[src/rtl/fetch_pkg.sv]
// ============================================================================
// Module      : fetch_pkg
// Description : Shared fetch/decode constants, state encoding and helpers.
// Revision    : 1.0 - initial release
// ============================================================================
`default_nettype none

package fetch_pkg;

  localparam logic [1:0]  c_st_wait   = 2'd0;
  localparam logic [1:0]  c_st_boot   = 2'd1;
  localparam logic [1:0]  c_st_run    = 2'd2;
  localparam logic [1:0]  c_st_halted = 2'd3;

  localparam logic [31:0] c_nop_instr = 32'h0000_0000;
  localparam logic [31:0] c_reset_pc  = 32'h0010_0000;

  typedef enum logic [1:0] {
    S_WAIT   = c_st_wait,
    S_BOOT   = c_st_boot,
    S_RUN    = c_st_run,
    S_HALTED = c_st_halted
  } fetch_state_t;

  // Instruction fetches are always word aligned; low two bits are dropped.
  function automatic logic [31:0] align_word(input logic [31:0] addr);
    return addr & 32'hFFFF_FFFC;
  endfunction

endpackage

`default_nettype wire

[src/rtl/if_id_reg.sv]
// ============================================================================
// Module      : if_id_reg
// Description : IF/ID pipeline register with load / bubble / hold controls.
// Revision    : 1.0 - initial release
// ============================================================================
`default_nettype none

module if_id_reg
  import fetch_pkg::*;
#(
  parameter logic [31:0] NOP_INSTR = c_nop_instr
) (
  input  logic        clock,
  input  logic        reset_n,
  input  logic        load,
  input  logic        bubble,
  input  logic [31:0] instr_in,
  input  logic [31:0] pc_plus4_in,
  output logic [31:0] instr,
  output logic [31:0] pc_plus4,
  output logic        valid
);

  logic [31:0] r_instr;
  logic [31:0] r_pc_plus4;
  logic        r_valid;

  // Load wins over bubble; with neither asserted the contents hold.
  always_ff @(posedge clock or negedge reset_n) begin
    if (!reset_n) begin
      r_instr    <= NOP_INSTR;
      r_pc_plus4 <= 32'h0;
      r_valid    <= 1'b0;
    end else if (load) begin
      r_instr    <= instr_in;
      r_pc_plus4 <= pc_plus4_in;
      r_valid    <= 1'b1;
    end else if (bubble) begin
      r_instr    <= NOP_INSTR;
      r_valid    <= 1'b0;
    end
  end

  assign instr    = r_instr;
  assign pc_plus4 = r_pc_plus4;
  assign valid    = r_valid;

endmodule

`default_nettype wire

[src/rtl/fetch_pc_unit.sv]
// ============================================================================
// Module      : fetch_pc_unit
// Description : Fetch-stage PC owner: boot, stall, redirect, flush and halt.
// Revision    : 1.0 - initial release
// ============================================================================
`default_nettype none

module fetch_pc_unit
  import fetch_pkg::*;
#(
  parameter logic [31:0] RESET_PC  = c_reset_pc,
  parameter logic [31:0] NOP_INSTR = c_nop_instr
) (
  input  logic        clock,
  input  logic        reset_n,
  input  logic [31:0] start_addr,
  input  logic [31:0] mem_instruction,
  output logic [31:0] read_address,
  input  logic        stall,
  input  logic        redirect_valid,
  input  logic [31:0] redirect_target,
  input  logic        halt,
  output logic [31:0] if_id_instr,
  output logic [31:0] if_id_pc_plus4,
  output logic        if_id_valid,
  output logic        misaligned,
  output logic [31:0] fetch_count
);

  fetch_state_t r_state;
  logic [31:0]  r_pc;
  logic [31:0]  r_fetch_count;
  logic         r_misaligned;

  logic         w_in_run;
  logic         w_load;
  logic         w_bubble;
  logic [31:0]  w_pc_plus4;

  assign w_in_run   = (r_state == S_RUN);
  assign w_pc_plus4 = r_pc + 32'd4;
  assign w_load     = w_in_run && !halt && !redirect_valid && !stall;
  // Outside RUN the register is flushed every cycle; a plain stall holds it.
  assign w_bubble   = !w_in_run || halt || redirect_valid;

  always_ff @(posedge clock or negedge reset_n) begin
    if (!reset_n) begin
      r_state       <= S_WAIT;
      r_pc          <= RESET_PC;
      r_fetch_count <= 32'h0;
      r_misaligned  <= 1'b0;
    end else begin
      case (r_state)
        S_WAIT: r_state <= S_BOOT;
        S_BOOT: begin
          r_pc    <= align_word(start_addr);
          r_state <= S_RUN;
        end
        S_RUN: begin
          if (halt) begin
            r_state <= S_HALTED;
          end else if (redirect_valid) begin
            r_pc         <= align_word(redirect_target);
            r_misaligned <= r_misaligned | (redirect_target[1:0] != 2'b00);
          end else if (!stall) begin
            r_pc          <= w_pc_plus4;
            r_fetch_count <= r_fetch_count + 32'd1;
          end
        end
        S_HALTED: r_state <= S_HALTED;
        default:  r_state <= S_WAIT;
      endcase
    end
  end

  if_id_reg #(
    .NOP_INSTR (NOP_INSTR)
  ) u_if_id_reg (
    .clock       (clock),
    .reset_n     (reset_n),
    .load        (w_load),
    .bubble      (w_bubble),
    .instr_in    (mem_instruction),
    .pc_plus4_in (w_pc_plus4),
    .instr       (if_id_instr),
    .pc_plus4    (if_id_pc_plus4),
    .valid       (if_id_valid)
  );

  assign read_address = r_pc;
  assign fetch_count  = r_fetch_count;
  assign misaligned   = r_misaligned;

endmodule

`default_nettype wire
[config.mk]
export PLATFORM = sky130hd
export DESIGN_NAME = fetch_pc_unit
export DESIGN_NICKNAME = d
export VERILOG_FILES = /design/src/rtl/fetch_pkg.sv /design/src/rtl/if_id_reg.sv /design/src/rtl/fetch_pc_unit.sv
export SDC_FILE = /design/constraint.sdc
export NUM_CORES = 1
export LEC_CHECK = 0
export ABC_AREA = 1
export BUFFER_PORTS_ARGS = -buffer_cell sky130_fd_sc_hd__buf_2
export CAP_MARGIN = 10
export CORE_MARGIN = 3
export CORE_UTILIZATION = 55
export DETAILED_ROUTE_END_ITERATION = 10
export PLACE_DENSITY = 0.86
export SYNTH_ARGS = -nofsm -noshare
export SYNTH_HDL_FRONTEND = slang
export SYNTH_SLANG_ARGS = --single-unit
export TNS_END_PERCENT = 100
[constraint.sdc]
create_clock -name clock -period 3.65 [get_ports clock]
set_input_delay 0.5475 -clock clock [delete_from_list [all_inputs] [get_ports clock]]
set_output_delay 0.5475 -clock clock [all_outputs]
set_load 0.02 [all_outputs]
# Word-level counts from Yosys, hierarchy flattened
# Cells that the tools add are included.
# W data, S select, Z words.
dict set report op_classes {
  n_addsub 2
  muxes 10
  eq_ne 6
  n_reduce_logical 16
  bitwise 4
}
# operator count
set op_table {}
lappend op_table {{$mux W32} 5}
lappend op_table {{$pmux W32 S2} 1}
lappend op_table {{$add A32 B1 Y32 const B} 1}
lappend op_table {{$add A32 B3 Y32 const B} 1}
lappend op_table {{$pmux W2 S4} 1}
lappend op_table {{$reduce_and A3 Y1} 2}
lappend op_table {{$reduce_bool A2 Y1} 3}
lappend op_table {{$eq A2 B2 Y1 const B} 2}
lappend op_table {{$logic_not A1 Y1} 4}
lappend op_table {{$ne A2 B2 Y1 const B} 2}
lappend op_table {{$reduce_and A4 Y1} 1}
lappend op_table {{$logic_and A1 B1 Y1} 3}
lappend op_table {{$ne A3 B3 Y1 const B} 1}
lappend op_table {{$not A1 Y1} 3}
lappend op_table {{$eq A2 B1 Y1 const B} 1}
lappend op_table {{$logic_not A2 Y1} 1}
lappend op_table {{$logic_or A1 B1 Y1} 2}
lappend op_table {{$mux W1} 2}
lappend op_table {{$mux W2} 1}
lappend op_table {{$or A1 B1 Y1} 1}
dict set report totals {
  word_cells 45
  in_bits 101
  ff_bits 132
  output_inout_bits 130
}

# Logic depth before layout (Yosys ltp)
dict set report depth {
  depth_word 6
  ltp_mapped 10
  mapped_depth_nobuf 10
}

# Modules after synthesis
# From an unflattened synthesis, not the netlist that was laid out.
dict set report hier_totals {
  cells_unflattened 994
  hier_area_um2 7183.1
}
# module cells_per_inst n_inst seq_area_each_um2 area_each_um2
set by_module_without_submodules {}
lappend by_module_without_submodules {fetch_pc_unit 720 1 1627.8 4717.0}
lappend by_module_without_submodules {if_id_reg 274 1 1626.6 2466.1}

# Least setup slack after synthesis
# No wires, ideal clock.
dict set report synth_path {
  kind {reg2reg}
  start {register r_pc[2], in the netlist read_address[2]}
  end {register r_pc[14], in the netlist read_address[14]}
  path_stages_with_launch 11
  arrival_ns 1.647
  path_buffers 0
  slack_ns 1.938
  period_less_slack_ns 1.712
  setup_time_ns 0.065
  t_required_ns 3.585
  path_cell_list {dfrtp_1 ha_1 nand2_1 nor2_2 nand2_1 nor2_1 xor2_1 nand2_1 nand2_1 nand2_1 nand2_1}
}
dict set report synth_via {
  elab_chain_len 5
}
# element line
set synth_lines {}
lappend synth_lines {{start: declaration} fetch_pc_unit.sv:31} ;# logic [31:0] r_pc;
lappend synth_lines {{start signal: assignment} fetch_pc_unit.sv:56} ;# r_pc <= align_word(start_addr);
lappend synth_lines {{start signal: assignment} fetch_pc_unit.sv:63} ;# r_pc <= align_word(redirect_target);
lappend synth_lines {{start signal: assignment} fetch_pc_unit.sv:66} ;# r_pc <= w_pc_plus4;
lappend synth_lines {{$add A32 B3 Y32} fetch_pc_unit.sv:41} ;# assign w_pc_plus4 = r_pc + 32'd4;
lappend synth_lines {{$mux W32} fetch_pc_unit.sv:65} ;# end else if (!stall) begin
lappend synth_lines {{$mux W32} fetch_pc_unit.sv:62} ;# end else if (redirect_valid) begin
lappend synth_lines {{$mux W32} fetch_pc_unit.sv:60} ;# if (halt) begin
lappend synth_lines {{$pmux W32 S2} fetch_pc_unit.sv:53} ;# case (r_state)
# Every way passes these cells. The select of a mux whose other input is x is not followed.
# A chain may end at the register's enable or synchronous reset.

# Worst setup path in the final report
dict set report layout_path {
  start {register r_state[0]}
  end {register r_fetch_count[9], in the netlist fetch_count[9]}
}
dict set report layout_via {
  elab_chain_len 2
}
# element line
set layout_lines {}
lappend layout_lines {{start: declaration} fetch_pc_unit.sv:30} ;# fetch_state_t r_state;
lappend layout_lines {{start signal: assignment} fetch_pc_unit.sv:48} ;# r_state <= S_WAIT;
lappend layout_lines {{start signal: assignment} fetch_pc_unit.sv:54} ;# S_WAIT: r_state <= S_BOOT;
lappend layout_lines {{start signal: assignment} fetch_pc_unit.sv:57} ;# r_state <= S_RUN;
lappend layout_lines {{$eq A2 B2 Y1} fetch_pc_unit.sv:53}
lappend layout_lines {{$reduce_and A4 Y1 (no source line)} n/a}
lappend layout_lines {{end signal: assignment} fetch_pc_unit.sv:67} ;# r_fetch_count <= r_fetch_count + 32'd1;
lappend layout_lines {{end: declaration} fetch_pc_unit.sv:32} ;# logic [31:0] r_fetch_count;
# Every way passes these cells.

==> impl_metrics.json <==
{
  "rr_startpoint": "r_state[0]$_DFFE_PN0P_",
  "clkSinkCount": 128,
  "grt_max_degree": 57,
  "clkTransAtPathRegs_ns": 0.06,
  "via_count": 7143,
  "p_comb_share_pct": 15.5,
  "synthTopCellsByArea": "dfrtp_1 46%, nand2_1 14%, nor2_1 8.9%, a32o_1 4.6%, inv_1 3.4%",
  "die-area_um2": 13910,
  "pwr-share-clk_pct": 43.7,
  "layout.nets": 1225,
  "grt_pass1_vias": 6872,
  "drc_errors": 0,
  "yosys.area.top_type": "dfrtp_1",
  "grt-ovfl-total": 0,
  "die_w_um": 118.0,
  "switching_share_pct": 28.50,
  "maxCapViolations": 0,
  "clock_latency_ns": 0.42,
  "top_usage_layer": "met2",
  "drtPass1Iterations": 5,
  "cts_setup_buffers": 0,
  "critical_path.endpoint": "fetch_count[9]$_DFFE_PN0P_",
  "area_delta_synth_final_pct": 26.90,
  "core-area_um2": 12110,
  "crit_chain": "inv_1 -> nand2_2 -> nor2_8 -> nand3_4 -> inv_2 -> nand4_1 -> nor2_1 -> xor2_1",
  "viasPerCell": 5.482,
  "grt_pass1_wl_um": 33520,
  "cts_max_path_buffers": 2,
  "gp_congestion": 0.9355,
  "slew_headroom_pct": 50.66,
  "yosysSeqAreaShare_pct": 46.48,
  "layout-drive-gt1-share_pct": 24.41,
  "synth_top_area_share_pct": 46.10,
  "fin_crit_sh_pct": 77.56,
  "startpoint_type": "flip-flop",
  "avgSynthCellArea_um2": 7.593,
  "rows": 40,
  "synth_common_cells": "259 x nand2_1, 164 x nor2_1, 127 x dfrtp_1, 63 x inv_1, 46 x a21oi_1",
  "synth_edf_count": 0,
  "synth.most_common_cell": "nand2_1",
  "cts_resized": 0,
  "p_int_mw": 2.893,
  "grt_use_met2_pct": 49.01,
  "cts.htree.levels": 4,
  "cellLeakagePower_nw": 4.538,
  "max_freq_mhz": 353.2,
  "tns_ns": 0,
  "p_sw_mw": 1.153,
  "met3_usage_pct": 7.112,
  "seqCellArea_um2": 3204,
  "slew_violations": 0,
  "ant_nets": 0,
  "multi_input_area_um2": 3261,
  "synth_ff_type": "dfrtp_1",
  "drt_wl_total_um": 20580,
  "ctsHoldBuffers": 0,
  "skew_ns": 0.005073,
  "crit_slowest_cell": "inv_2",
  "status": "finished clean",
  "p_seq_share_pct": 40.8,
  "grt_use_total_pct": 29.82,
  "rsz0062_at_grt": "no",
  "max_stage_delay_ns": 0.68,
  "crit-reg2reg-capture": "fetch_count[9]$_DFFE_PN0P_",
  "finalHoldViolCount": 0,
  "worstSetupEndpointType": "flip-flop",
  "crit_arrival_ns": 3.17,
  "port_buffers": 224,
  "diodes": 0,
  "crit_path_start": "r_state[0]$_DFFE_PN0P_",
  "post-route-min-period_ns": 2.831,
  "worst_r2r_path_depth": 8,
  "post-place-ws_ns": 0.6673,
  "numCtsBuffers": 17,
  "ys_async_sr_fraction_pct": 100.0,
  "cts_tree": "built",
  "r2r_slack_ns": 0.82,
  "die_h_um": 118.0,
  "power_density_nw_per_um2": 462.5,
  "start_util_pct": 56.92,
  "setup_slack_ns": 0.8191,
  "synth_cell_types": 37,
  "ys_warn_count": 0,
  "fillers": 1018,
  "vdd_drop_max_v": 0.0002774,
  "grtUsageMet1_pct": 37.71,
  "syn_area_um2": 6894,
  "syn_inst": 908,
  "tightest_slew_ns": 0.7401,
  "synth_seq_cells": 128,
  "wire_per_inst_um": 15.79,
  "worstPathMaxFanout": 35,
  "critPathKind": "flip-flop to flip-flop",
  "antenna_found_initial": 1,
  "io_pins": 231,
  "setup_viol": 0,
  "cp.required_ns": 3.99,
  "hp-class": "input port to asynchronous set/reset pin",
  "cts_root_buf": "clkbuf_16",
  "hpwl_um": 14710,
  "drtIter0Drc": 683
}
-- critical path: cells and delay by family (launching register included) --
family | cells | cell delay [ns]
xor gates and xnor gates | 1 | 0.16
buffers and inverters | 2 | 0.77
DFF | 1 | 0.37
and+or+nand+nor | 5 | 1.42
-- metal layers --
metal / routed length [um] / vias to the layer above
li1: - / 3396
met1: 8268 / 3303
met2: 9817 / 376
met3: 1771 / 66
met4: 709 / 2
met5: 13 / -
-- through the flow --
stage | instance area (um2) | utilization [%] | total power, mW | cells | hold slack, ns
2_1_floorplan | 6905 | - | 2.009 | 911 | 0.2519
3_3_place_gp | 8135 | 67.17 | 2.272 | 1271 | 0.4465
3_5_place_dp | 8135 | 67.17 | 2.287 | 1271 | 0.4558
4_1_cts | 8748 | 72.23 | 4.057 | 1303 | 0.2064
5_1_grt | 8748 | 72.23 | 4.207 | 1303 | 0.2372
6_report | 8748 | 72.23 | 4.046 | 1303 | 0.1921
-- sequential cells by signal (all words and copies together) (netlist names) --
signal	cells
fetch_count	32
r_state	2
read_address	30
misaligned	1
u_if_id_reg.pc_plus4	30
u_if_id_reg.valid	1
u_if_id_reg.instr	32
-- area by class of cell --
| type | count | area share, % |
|---|---|---|
| inverter | 67 | 2.875 |
| clock inverter | 11 | 1.859 |
| clock buffer | 21 | 5.149 |
| multi-input combinational | 676 | 37.27 |
| timing repair buffer | 232 | 13.82 |
| sequential | 128 | 36.63 |
| tap | 168 | 2.403 |
-- layout by cell type, fill, tap and decap left out, types with 2 or more instances in the layout --
| cell type | Yosys | layout |
|---|---|---|
| ha_1 | 2 | 2 |
| and2_1 | 2 | 2 |
| nand3_1 | 45 | 45 |
| nor3_1 | 11 | 11 |
| nand2_2 | 2 | 2 |
| or2_2 | 2 | 2 |
| dfrtp_1 | 127 | 127 |
| a31oi_1 | 20 | 20 |
| clkinv_2 | 0 | 5 |
| inv_2 | 3 | 3 |
| a32o_1 | 32 | 32 |
| inv_1 | 63 | 63 |
| nor2_1 | 164 | 163 |
| bufinv_16 | 0 | 4 |
| a22oi_1 | 6 | 6 |
| nand3b_1 | 7 | 7 |
| nor2_2 | 3 | 4 |
| nand2_1 | 259 | 259 |
| buf_4 | 4 | 7 |
| o22ai_1 | 2 | 2 |
| buf_12 | 0 | 2 |
| clkbuf_1 | 19 | 3 |
| xnor2_1 | 6 | 6 |
| buf_2 | 15 | 223 |
| xor2_1 | 23 | 23 |
| clkinv_4 | 0 | 2 |
| conb_1 | 1 | 4 |
| a21oi_1 | 46 | 46 |
| clkbuf_16 | 0 | 17 |
| nand4_1 | 7 | 7 |
| o21ai_0 | 26 | 26 |
-- cells by family after synthesis --
kind of cell	count (synthesis)	share of synthesized area [%]
simple gates	505	30.02
compound gates	136	12.98
flops	128	46.48
buf+inv	107	6.425
xor+xnor	29	3.684
fa+ha+maj	2	0.3629
other cells	1	0.05439
-- how the worst min path moves through the flow --
stage                                                   to  slack (ns)  cells past startpoint
after floorplan                 fetch_count[0]$_DFFE_PN0P_        0.25                      0
after global placement              r_state[1]$_DFFE_PN0P_        0.45                      1
after detailed placement            r_state[1]$_DFFE_PN0P_        0.46                      1
after CTS                 u_if_id_reg.instr[7]$_DFFE_PN0P_        0.21                      1
after global routing      u_if_id_reg.instr[3]$_DFFE_PN0P_        0.24                      1
final                     u_if_id_reg.instr[7]$_DFFE_PN0P_        0.19                      1
-- power groups by stage --
| stage | Combinational, mW | Sequential (mW) | Clock, mW |
|---|---|---|---|
| after floorplan | 0.250 | 1.76 | 0 |
| after global placement | 0.606 | 1.67 | 0 |
| after detailed placement | 0.620 | 1.67 | 0 |
| after CTS | 0.627 | 1.64 | 1.78 |
| after global routing | 0.693 | 1.66 | 1.85 |
| final | 0.627 | 1.65 | 1.77 |
Power figures use the tool's default switching activity.
